--- config.mk ---
export PLATFORM = sky130hd
export DESIGN_NAME = fifo_burst_drain
export DESIGN_NICKNAME = d
export VERILOG_FILES = /design/src/rtl/fifo_drain_pkg.sv /design/src/rtl/drain_out_reg.sv /design/src/rtl/fifo_burst_drain.sv
export SDC_FILE = /design/constraint.sdc
export NUM_CORES = 1
export LEC_CHECK = 0
export ABC_AREA = 1
export BUFFER_PORTS_ARGS = -buffer_cell sky130_fd_sc_hd__buf_2
export CAP_MARGIN = 15
export CORE_UTILIZATION = 50
export CTS_CLUSTER_DIAMETER = 40
export CTS_CLUSTER_SIZE = 20
export DETAILED_ROUTE_END_ITERATION = 10
export GPL_TIMING_DRIVEN = 0
export PLACE_DENSITY = 0.77
export SYNTH_ARGS = -nofsm -noshare
export SYNTH_HDL_FRONTEND = slang
export SYNTH_SLANG_ARGS = --single-unit
--- constraint.sdc ---
create_clock -name clk -period 2.15 [get_ports clk]
set_input_delay 0.43 -clock clk [delete_from_list [all_inputs] [get_ports clk]]
set_output_delay 0.43 -clock clk [all_outputs]
set_load 0.02 [all_outputs]
--- src/rtl/fifo_drain_pkg.sv ---
// Shared types and constants for the FIFO burst drain.
package fifo_drain_pkg;

    localparam int STATE_W = 2;

    typedef enum logic [STATE_W-1:0] {
        IDLE = 2'd0,
        DATA = 2'd1,
        PAD  = 2'd2,
        CSUM = 2'd3
    } state_t;

    localparam logic [15:0] DEFAULT_PAD_WORD = 16'hDEAD;

endpackage

--- src/rtl/drain_out_reg.sv ---
// Registered valid/ready output stage; the payload is held while a beat is stalled.
module drain_out_reg #(
    parameter int DATA_WIDTH = 16
) (
    input  logic                  clk,
    input  logic                  reset,
    input  logic                  load,
    input  logic [DATA_WIDTH-1:0] load_data,
    input  logic                  load_sop,
    input  logic                  load_eop,
    input  logic                  m_ready,
    output logic                  out_free,
    output logic                  m_valid,
    output logic [DATA_WIDTH-1:0] m_data,
    output logic                  m_sop,
    output logic                  m_eop
);

    assign out_free = !m_valid || m_ready;

    always_ff @(posedge clk or posedge reset) begin
        if (reset) begin
            m_valid <= 1'b0;
            m_data  <= '0;
            m_sop   <= 1'b0;
            m_eop   <= 1'b0;
        end else if (out_free) begin
            m_valid <= load;
            if (load) begin
                m_data <= load_data;
                m_sop  <= load_sop;
                m_eop  <= load_eop;
            end
        end
    end

endmodule

--- src/rtl/fifo_burst_drain.sv ---
// Drains a FIFO into fixed-length sop/eop framed packets, padding on a dry FIFO.
// Define BURST_DRAIN_CHECKSUM_EN to append an XOR checksum beat to each packet.
module fifo_burst_drain
    import fifo_drain_pkg::*;
#(
    parameter int                     DATA_WIDTH = 16,
    parameter int                     BURST_LEN  = 4,
    parameter int                     TIMEOUT    = 8,
    parameter logic [DATA_WIDTH-1:0]  PAD_WORD   = DATA_WIDTH'(DEFAULT_PAD_WORD)
) (
    input  logic                  clk,
    input  logic                  reset,
    input  logic                  fifo_empty,
    output logic                  fifo_rd,
    input  logic [DATA_WIDTH-1:0] fifo_data,
    output logic                  m_valid,
    input  logic                  m_ready,
    output logic [DATA_WIDTH-1:0] m_data,
    output logic                  m_sop,
    output logic                  m_eop
);

    localparam int CW = $clog2(BURST_LEN + 1);
    localparam int TW = $clog2(TIMEOUT + 1);
    localparam logic [CW-1:0] BEAT_LAST = CW'(BURST_LEN);
    localparam logic [TW-1:0] TO_LIMIT  = TW'(TIMEOUT);
    localparam logic [TW-1:0] TO_LAST   = TW'(TIMEOUT - 1);

`ifdef BURST_DRAIN_CHECKSUM_EN
    localparam bit CSUM_ON = 1'b1;
`else
    localparam bit CSUM_ON = 1'b0;
`endif

    // After the final data/pad beat we either close the packet or append the checksum.
    localparam state_t DONE_STATE = CSUM_ON ? CSUM : IDLE;

    state_t                state;
    logic [CW-1:0]         beat_cnt;
    logic [CW-1:0]         beat_next;
    logic [TW-1:0]         to_cnt;
    logic                  out_free;
    logic                  last_beat;
    logic                  load;
    logic [DATA_WIDTH-1:0] load_data;
    logic                  load_sop;
    logic                  load_eop;
`ifdef BURST_DRAIN_CHECKSUM_EN
    logic [DATA_WIDTH-1:0] checksum;
`endif

    assign fifo_rd   = (state == IDLE || state == DATA) && !fifo_empty && out_free && !reset;
    assign beat_next = (state == IDLE) ? CW'(1) : beat_cnt + CW'(1);
    assign last_beat = (beat_next == BEAT_LAST);

    always_comb begin
        load      = 1'b0;
        load_data = fifo_data;
        load_sop  = 1'b0;
        load_eop  = 1'b0;
        case (state)
            IDLE, DATA: begin
                load     = fifo_rd;
                load_sop = (state == IDLE);
                load_eop = last_beat && !CSUM_ON;
            end
            PAD: begin
                load      = out_free;
                load_data = PAD_WORD;
                load_eop  = last_beat && !CSUM_ON;
            end
            default: begin
`ifdef BURST_DRAIN_CHECKSUM_EN
                load      = out_free;
                load_data = checksum;
                load_eop  = 1'b1;
`endif
            end
        endcase
    end

    // The timeout only runs while mid-packet, the FIFO is dry and the output could take a beat.
    always_ff @(posedge clk or posedge reset) begin
        if (reset) begin
            state    <= IDLE;
            beat_cnt <= '0;
            to_cnt   <= '0;
        end else begin
            case (state)
                IDLE: begin
                    if (fifo_rd) begin
                        beat_cnt <= beat_next;
                        to_cnt   <= '0;
                        state    <= last_beat ? DONE_STATE : DATA;
                    end
                end
                DATA: begin
                    if (fifo_rd) begin
                        beat_cnt <= beat_next;
                        to_cnt   <= '0;
                        if (last_beat) state <= DONE_STATE;
                    end else if (fifo_empty && out_free) begin
                        if (to_cnt != TO_LIMIT) to_cnt <= to_cnt + TW'(1);
                        if (to_cnt == TO_LAST) state <= PAD;
                    end
                end
                PAD: begin
                    to_cnt <= '0;
                    if (out_free) begin
                        beat_cnt <= beat_next;
                        if (last_beat) state <= DONE_STATE;
                    end
                end
                default: begin
                    if (out_free) begin
                        beat_cnt <= '0;
                        state    <= IDLE;
                    end
                end
            endcase
        end
    end

`ifdef BURST_DRAIN_CHECKSUM_EN
    // A sop beat restarts the running XOR so the checksum covers exactly one packet.
    always_ff @(posedge clk or posedge reset) begin
        if (reset) begin
            checksum <= '0;
        end else if (load && state != CSUM) begin
            checksum <= load_sop ? load_data : (checksum ^ load_data);
        end
    end
`endif

    drain_out_reg #(
        .DATA_WIDTH(DATA_WIDTH)
    ) u_out (
        .clk      (clk),
        .reset    (reset),
        .load     (load),
        .load_data(load_data),
        .load_sop (load_sop),
        .load_eop (load_eop),
        .m_ready  (m_ready),
        .out_free (out_free),
        .m_valid  (m_valid),
        .m_data   (m_data),
        .m_sop    (m_sop),
        .m_eop    (m_eop)
    );

endmodule

Word level (Yosys, flattened, before mapping):

Index checks and enable logic that the tools add are counted.

* bits in registers: 28
* logic and storage cells: 62
* output and inout bits: 20
* input port bits: 20

* add/sub/neg operators: 2
* reductions and logical operators: 19
* equality and inequality tests: 11
* mux-type cells: 23

Operators with widths (count)
* $mux W16: 1
* $mux W4: 4
* $mux W2: 7
* $mux W3: 4
* $pmux W4 S3: 1
* $ne A3 B2 Y1 const B: 3
* $pmux W2 S3: 1
* $pmux W3 S2: 1
* $reduce_bool A3 Y1: 2
* $reduce_and A5 Y1: 1
* $add A4 B1 Y4 const B: 1
* $eq A4 B3 Y1 const B: 1
* $logic_and A1 B1 Y1: 4
* $ne A2 B2 Y1 const B: 2
* $ne A4 B4 Y1 const B: 1
* $reduce_and A4 Y1: 1
* $add A3 B1 Y3 const B: 1
* $eq A3 B3 Y1 const B: 1
* $logic_not A1 Y1: 3
* $mux W1: 3
* $reduce_and A3 Y1: 1
* $reduce_or A3 Y1: 1
* $eq A2 B1 Y1 const B: 1
* $eq A2 B2 Y1 const B: 1
* 7 further kinds: 8

Logic depth before layout (Yosys ltp):

* word-level depth: 7
* gate-level depth with buffers: 9
* gate-level depth less buffers: 9

Hierarchy:

Synthesis repeated with hierarchy kept, for this count alone.

* cells, all modules: 203
* area total of the unflattened synthesis: 1587.8 um^2

Modules (own cells, without submodules)
* drain_out_reg: sequential area each 475.5 um^2, cells an instance 83, instances 1, area an instance 795.8 um^2
* fifo_burst_drain: sequential area each 225.2 um^2, cells an instance 120, instances 1, area an instance 792.0 um^2

Worst setup path before layout:

OpenSTA, ideal clock, no wires.

* path type: input port to output port
* start point: input reset
* end point: output fifo_rd
* buffers on the path: 1
* required time: 1720 ps
* setup slack: 58 ps
* arrival time: 1662 ps
* stages on the path: 4
* path through: inv_1 > nand3_2 > buf_6 > inv_1

* cells in the longest elaborated chain, start to end: 2

RTL lines
* start: declaration: RTL line fifo_burst_drain.sv:12 `input logic reset,`
* $logic_not A1 Y1 (no source line)
* $logic_and A1 B1 Y1: RTL line fifo_burst_drain.sv:52 `assign fifo_rd = (state == IDLE || state == DATA) && !fifo_empty && out_free && !reset;`
* end: declaration: RTL line fifo_burst_drain.sv:14 `output logic fifo_rd,`

No other way between the ends.

Final worst setup path:

* start point: register state[1]
* end point: output fifo_rd

* cells in the longest elaborated chain, start to end: 5
* elaborated cells between the ends (all ways): 6
* classes of those cells: eq/ne (1); reduce/logical (5)

RTL lines
* start: declaration: RTL line fifo_burst_drain.sv:38 `state_t state;`
* start signal: assignment: RTL line fifo_burst_drain.sv:94 `state <= last_beat ? DONE_STATE : DATA;`
* $eq A2 B1 Y1 / $logic_not A2 Y1 (equally long branches): RTL line fifo_burst_drain.sv:52
* $logic_or A1 B1 Y1 (*): RTL line fifo_burst_drain.sv:52
* $logic_and A1 B1 Y1 (*) (3 in series): RTL line fifo_burst_drain.sv:52

Mark *: on every way between the ends. The rest lies on a longest branch, timed or not.

==> metrics.md <==
| Metric | Value |
|---|---|
| Pin count of the biggest net entering global routing | 17 |
| Die ar. | 2950 um^2 |
| Sw Ratio | 43.1% |
| Core area | 2520 um^2 |
| Syn_nets | 175 |
| Leakage | 0.000879 uW |
| Drt first-iter violations | 15 |
| Critical path class | register to output pin |
| DRT Wirelength | 2730 um |
| Die width | 54.3 um |
| Hpwl dp | 2060 um |
| Total CTS buffers | 3 |
| ANT nets after route | 0 |
| Filler cells | 222 |
| Max capacitance violation total | 0 |
| DRT Pass-1 Iters | 4 |
| Hold slack | 0.0753 ns |
| Cell with the most instances after synthesis | nand2_1 |
| Flop pwr share | 36.0% |
| Sequential fraction of the synthesis area | 51.1% |
| I/O pin total | 40 |
| Layout cells sized above 1 | 31.6% |
| Antenna diodes | 0 |
| Critical path's slowest cell | dfrtp_1 |
| Total gr overflow | 0 |
| PortBufs | 39 |
| Synth area leaders | dfrtp_1, nand2_1, nand3_1 |
| Cell area after synthesis | 1370 um^2 |
| Power share of the combinational group | 50.3% |
| Vias after detailed routing | 1157 |
| Placed cell count | 221 |
| Worst clock skew | 0.00800 ns |
| CP max FO | 10 |
| Number of synthesized flops with an enable pin | 0 |
| Number of antenna violations at the first check in global routing | 0 |
| WL/cell | 12.1 um |
| Synth top area share | 51.1% |
| CP bufs+invs | 3 |
| Ys async rst share | 100% |
| Post-Syn Instances | 152 |
| CP max stage delay | 0.48 ns |
| Status | completed |
| Die height | 54.3 um |
| Placer Congestion | 0.854 |
| Tmin final | 2.05 ns |
| TritonCTS clock tree | built |
| CTS Sinks | 28 |
| # setup viols final | 0 |
| Vias per cell | 5.12 |
| GRT Overall Usage | 21.6% |
| Measured slew at the worst slew-check pin | 0.664 ns |
| Final Cycle Share | 95.3% |
| Storage element area | 701 um^2 |
| Synth area leader | dfrtp_1 |
| FF-to-FF path depth | 8 |
| Cts hold-fix bufs | 0 |
| Critical Path Source Type | register |
| Vias in the first global route | 1114 |
| RSZ-0062 raised after global routing | no |
| P_sw | 1080 uW |
| Root buf cell | clkbuf_4 |
| Yosys warns | 0 |
| TNS Setup | 0 ns |
| Htree depth | 1 |
| Most frequent cells after synthesis | nand2_1, dfrtp_1, nand3_1 |
| # DRC | 0 |
| Total power draw | 2520 uW |
| Hold WC Path Type | input port to asynchronous set/reset pin |
| Synth unique cells | 22 |
| CP Cell Sequence | nor2_1 -> nand3_2 -> buf_6 -> inv_1 -> buf_2 |
| Slew Limit Fails | 0 |
| Pint | 1430 uW |
| Final std cells w/o fill | 226 |
| VDD IR-drop max | 1060 uV |
| WP data arrival | 1.62 ns |
| First-pass GRT wire length | 4550 um |
| Stages on worst setup path | 5 |
| CP endpoint kind | output pin |
| Row count | 18 |
| Design area | 1660 um^2 |
| Syn avg cell area | 9.01 um^2 |
| Clock Latency Late Sink | 0.33 ns |
| Multi-input gate area | 559 um^2 |
| Worst-path clk slew | 0.16 ns |
| P&R area growth vs syn | 21.5% |
| CP required | 1.72 ns |
| Final count of hold timing violations | 0 |
| Final net count | 220 |
| Synthesized flop and latch total | 28 |
| Delay-heaviest family, CP | buffers and inverters |
| Placed cell area | 1600 um^2 |
| Clock share of power | 13.7% |
| Commonest register cell after synthesis | dfrtp_1 |
| Initial cell density of the core | 54.3% |
| Slew margin rel. | 55.5% |
| Pwr per Cell Area | 1510 nW/um^2 |
| Clock Tree Buf Depth | 2 |
| Fmax | 488 MHz |
==> final timing paths <==
path	from	end	slack, ns
hold / removal	reset	u_out.m_data[15]$_DFFE_PP0P_	0.08
setup / recovery	state[1]$_DFFE_PP0P_	fifo_rd	0.10
setup reg to reg	state[1]$_DFFE_PP0P_	state[0]$_DFFE_PP0P_	0.69
hold reg to reg	u_out.m_data[15]$_DFFE_PP0P_	u_out.m_data[15]$_DFFE_PP0P_	0.52
max in group asynchronous	reset	beat_cnt[0]$_DFFE_PP0P_	1.62
min in group clk	fifo_data[1]	u_out.m_data[1]$_DFFE_PP0P_	0.28
==> worst register-to-register path, cell delays in order (launching register included) <==
cell	delay [ns]
dfrtp_1	0.48
inv_1	0.10
nand2_1	0.18
nand2_1	0.08
nor2_1	0.15
nand2_1	0.11
and2_1	0.15
nand2_1	0.06
nand2_1	0.05
==> flip-flops by register name, summed over array words and instances, names as in the netlist <==
| name | count |
|---|---|
| u_out.m_sop | 1 |
| u_out.m_data | 16 |
| to_cnt | 4 |
| state | 2 |
| u_out.m_valid | 1 |
| beat_cnt | 3 |
| u_out.m_eop | 1 |
==> cells by family after synthesis <==
group,share of synthesized area (%)
flip-flops,51.1
AND/OR/NAND/NOR,28.4
adder cells (fa/ha/maj),2.74
AO/OA/AOI/OAI,9.04
buffers and inverters,8.04
XOR/XNOR,0.639
==> through the flow <==
step | worst slack (ns) | utilization, %
global placement | -0.416 | 63.5
floorplan | 0.0578 | -
global route | 0.00984 | 66.0
finish | 0.100 | 66.0
CTS | 0.0777 | 66.0
detailed placement | -0.446 | 63.5
==> placed cells by master (no fill, tap or decap) <==
master       n
buf_12       1
a21oi_1      1
a22o_2       1
nor2_2       2
nand2_1     47
clkbuf_4     3
buf_6        3
and2_1       1
nand3_1     18
o22a_2       2
bufinv_16    1
nand2_4      1
o21ai_0      2
xnor2_1      1
inv_1       13
inv_2        1
clkinvlp_4   1
nor2_1      10
nand3_2      2
dfrtp_1     28
buf_2       39
nand2_2      3
clkinvlp_2   1
ha_1         3
nor3_1       1
o22a_1       9
nor2_4       1
==> metal layers <==
metal | track usage, % | wire length, um | vias to the layer above | part of all wire (%)
li1 | - | - | 581 | -
met1 | 25.0 | 1230 | 540 | 45
met2 | 38.4 | 1320 | 30 | 48
met3 | 4.17 | 127 | 6 | 4.7
met4 | 9.40 | 44 | 0 | 1.6
met5 | 0 | 0 | - | 0
==> final cells by class <==
class	count	share of cell area, %
timing repair buffer	39	11.7
sequential	28	42.1
buffer	4	3.23
tap	30	2.26
timing repair inverter	1	0.301
multi-input combinational	105	33.6
inverter	15	3.61
clock inverter	1	1.80
clock buffer	3	1.35
==> power by group through the flow <==
| stage | clock network [uW] | logic (uW) | registers, uW |
|---|---|---|---|
| 3_3_place_gp | 0 | 1240 | 902 |
| 4_1_cts | 349 | 1280 | 907 |
| 5_1_grt | 367 | 1410 | 938 |
| 6_report | 345 | 1270 | 906 |
| 3_5_place_dp | 0 | 1270 | 919 |
| 2_1_floorplan | 0 | 716 | 1120 |
==> what timing repair did <==
| action | CTS | global route |
|---|---|---|
| gates resized for setup | 1 | 0 |
| setup endpoints to repair | 1 | 0 |
| buffers inserted | 0 | 0 |
Power figures use the tool's default switching activity.
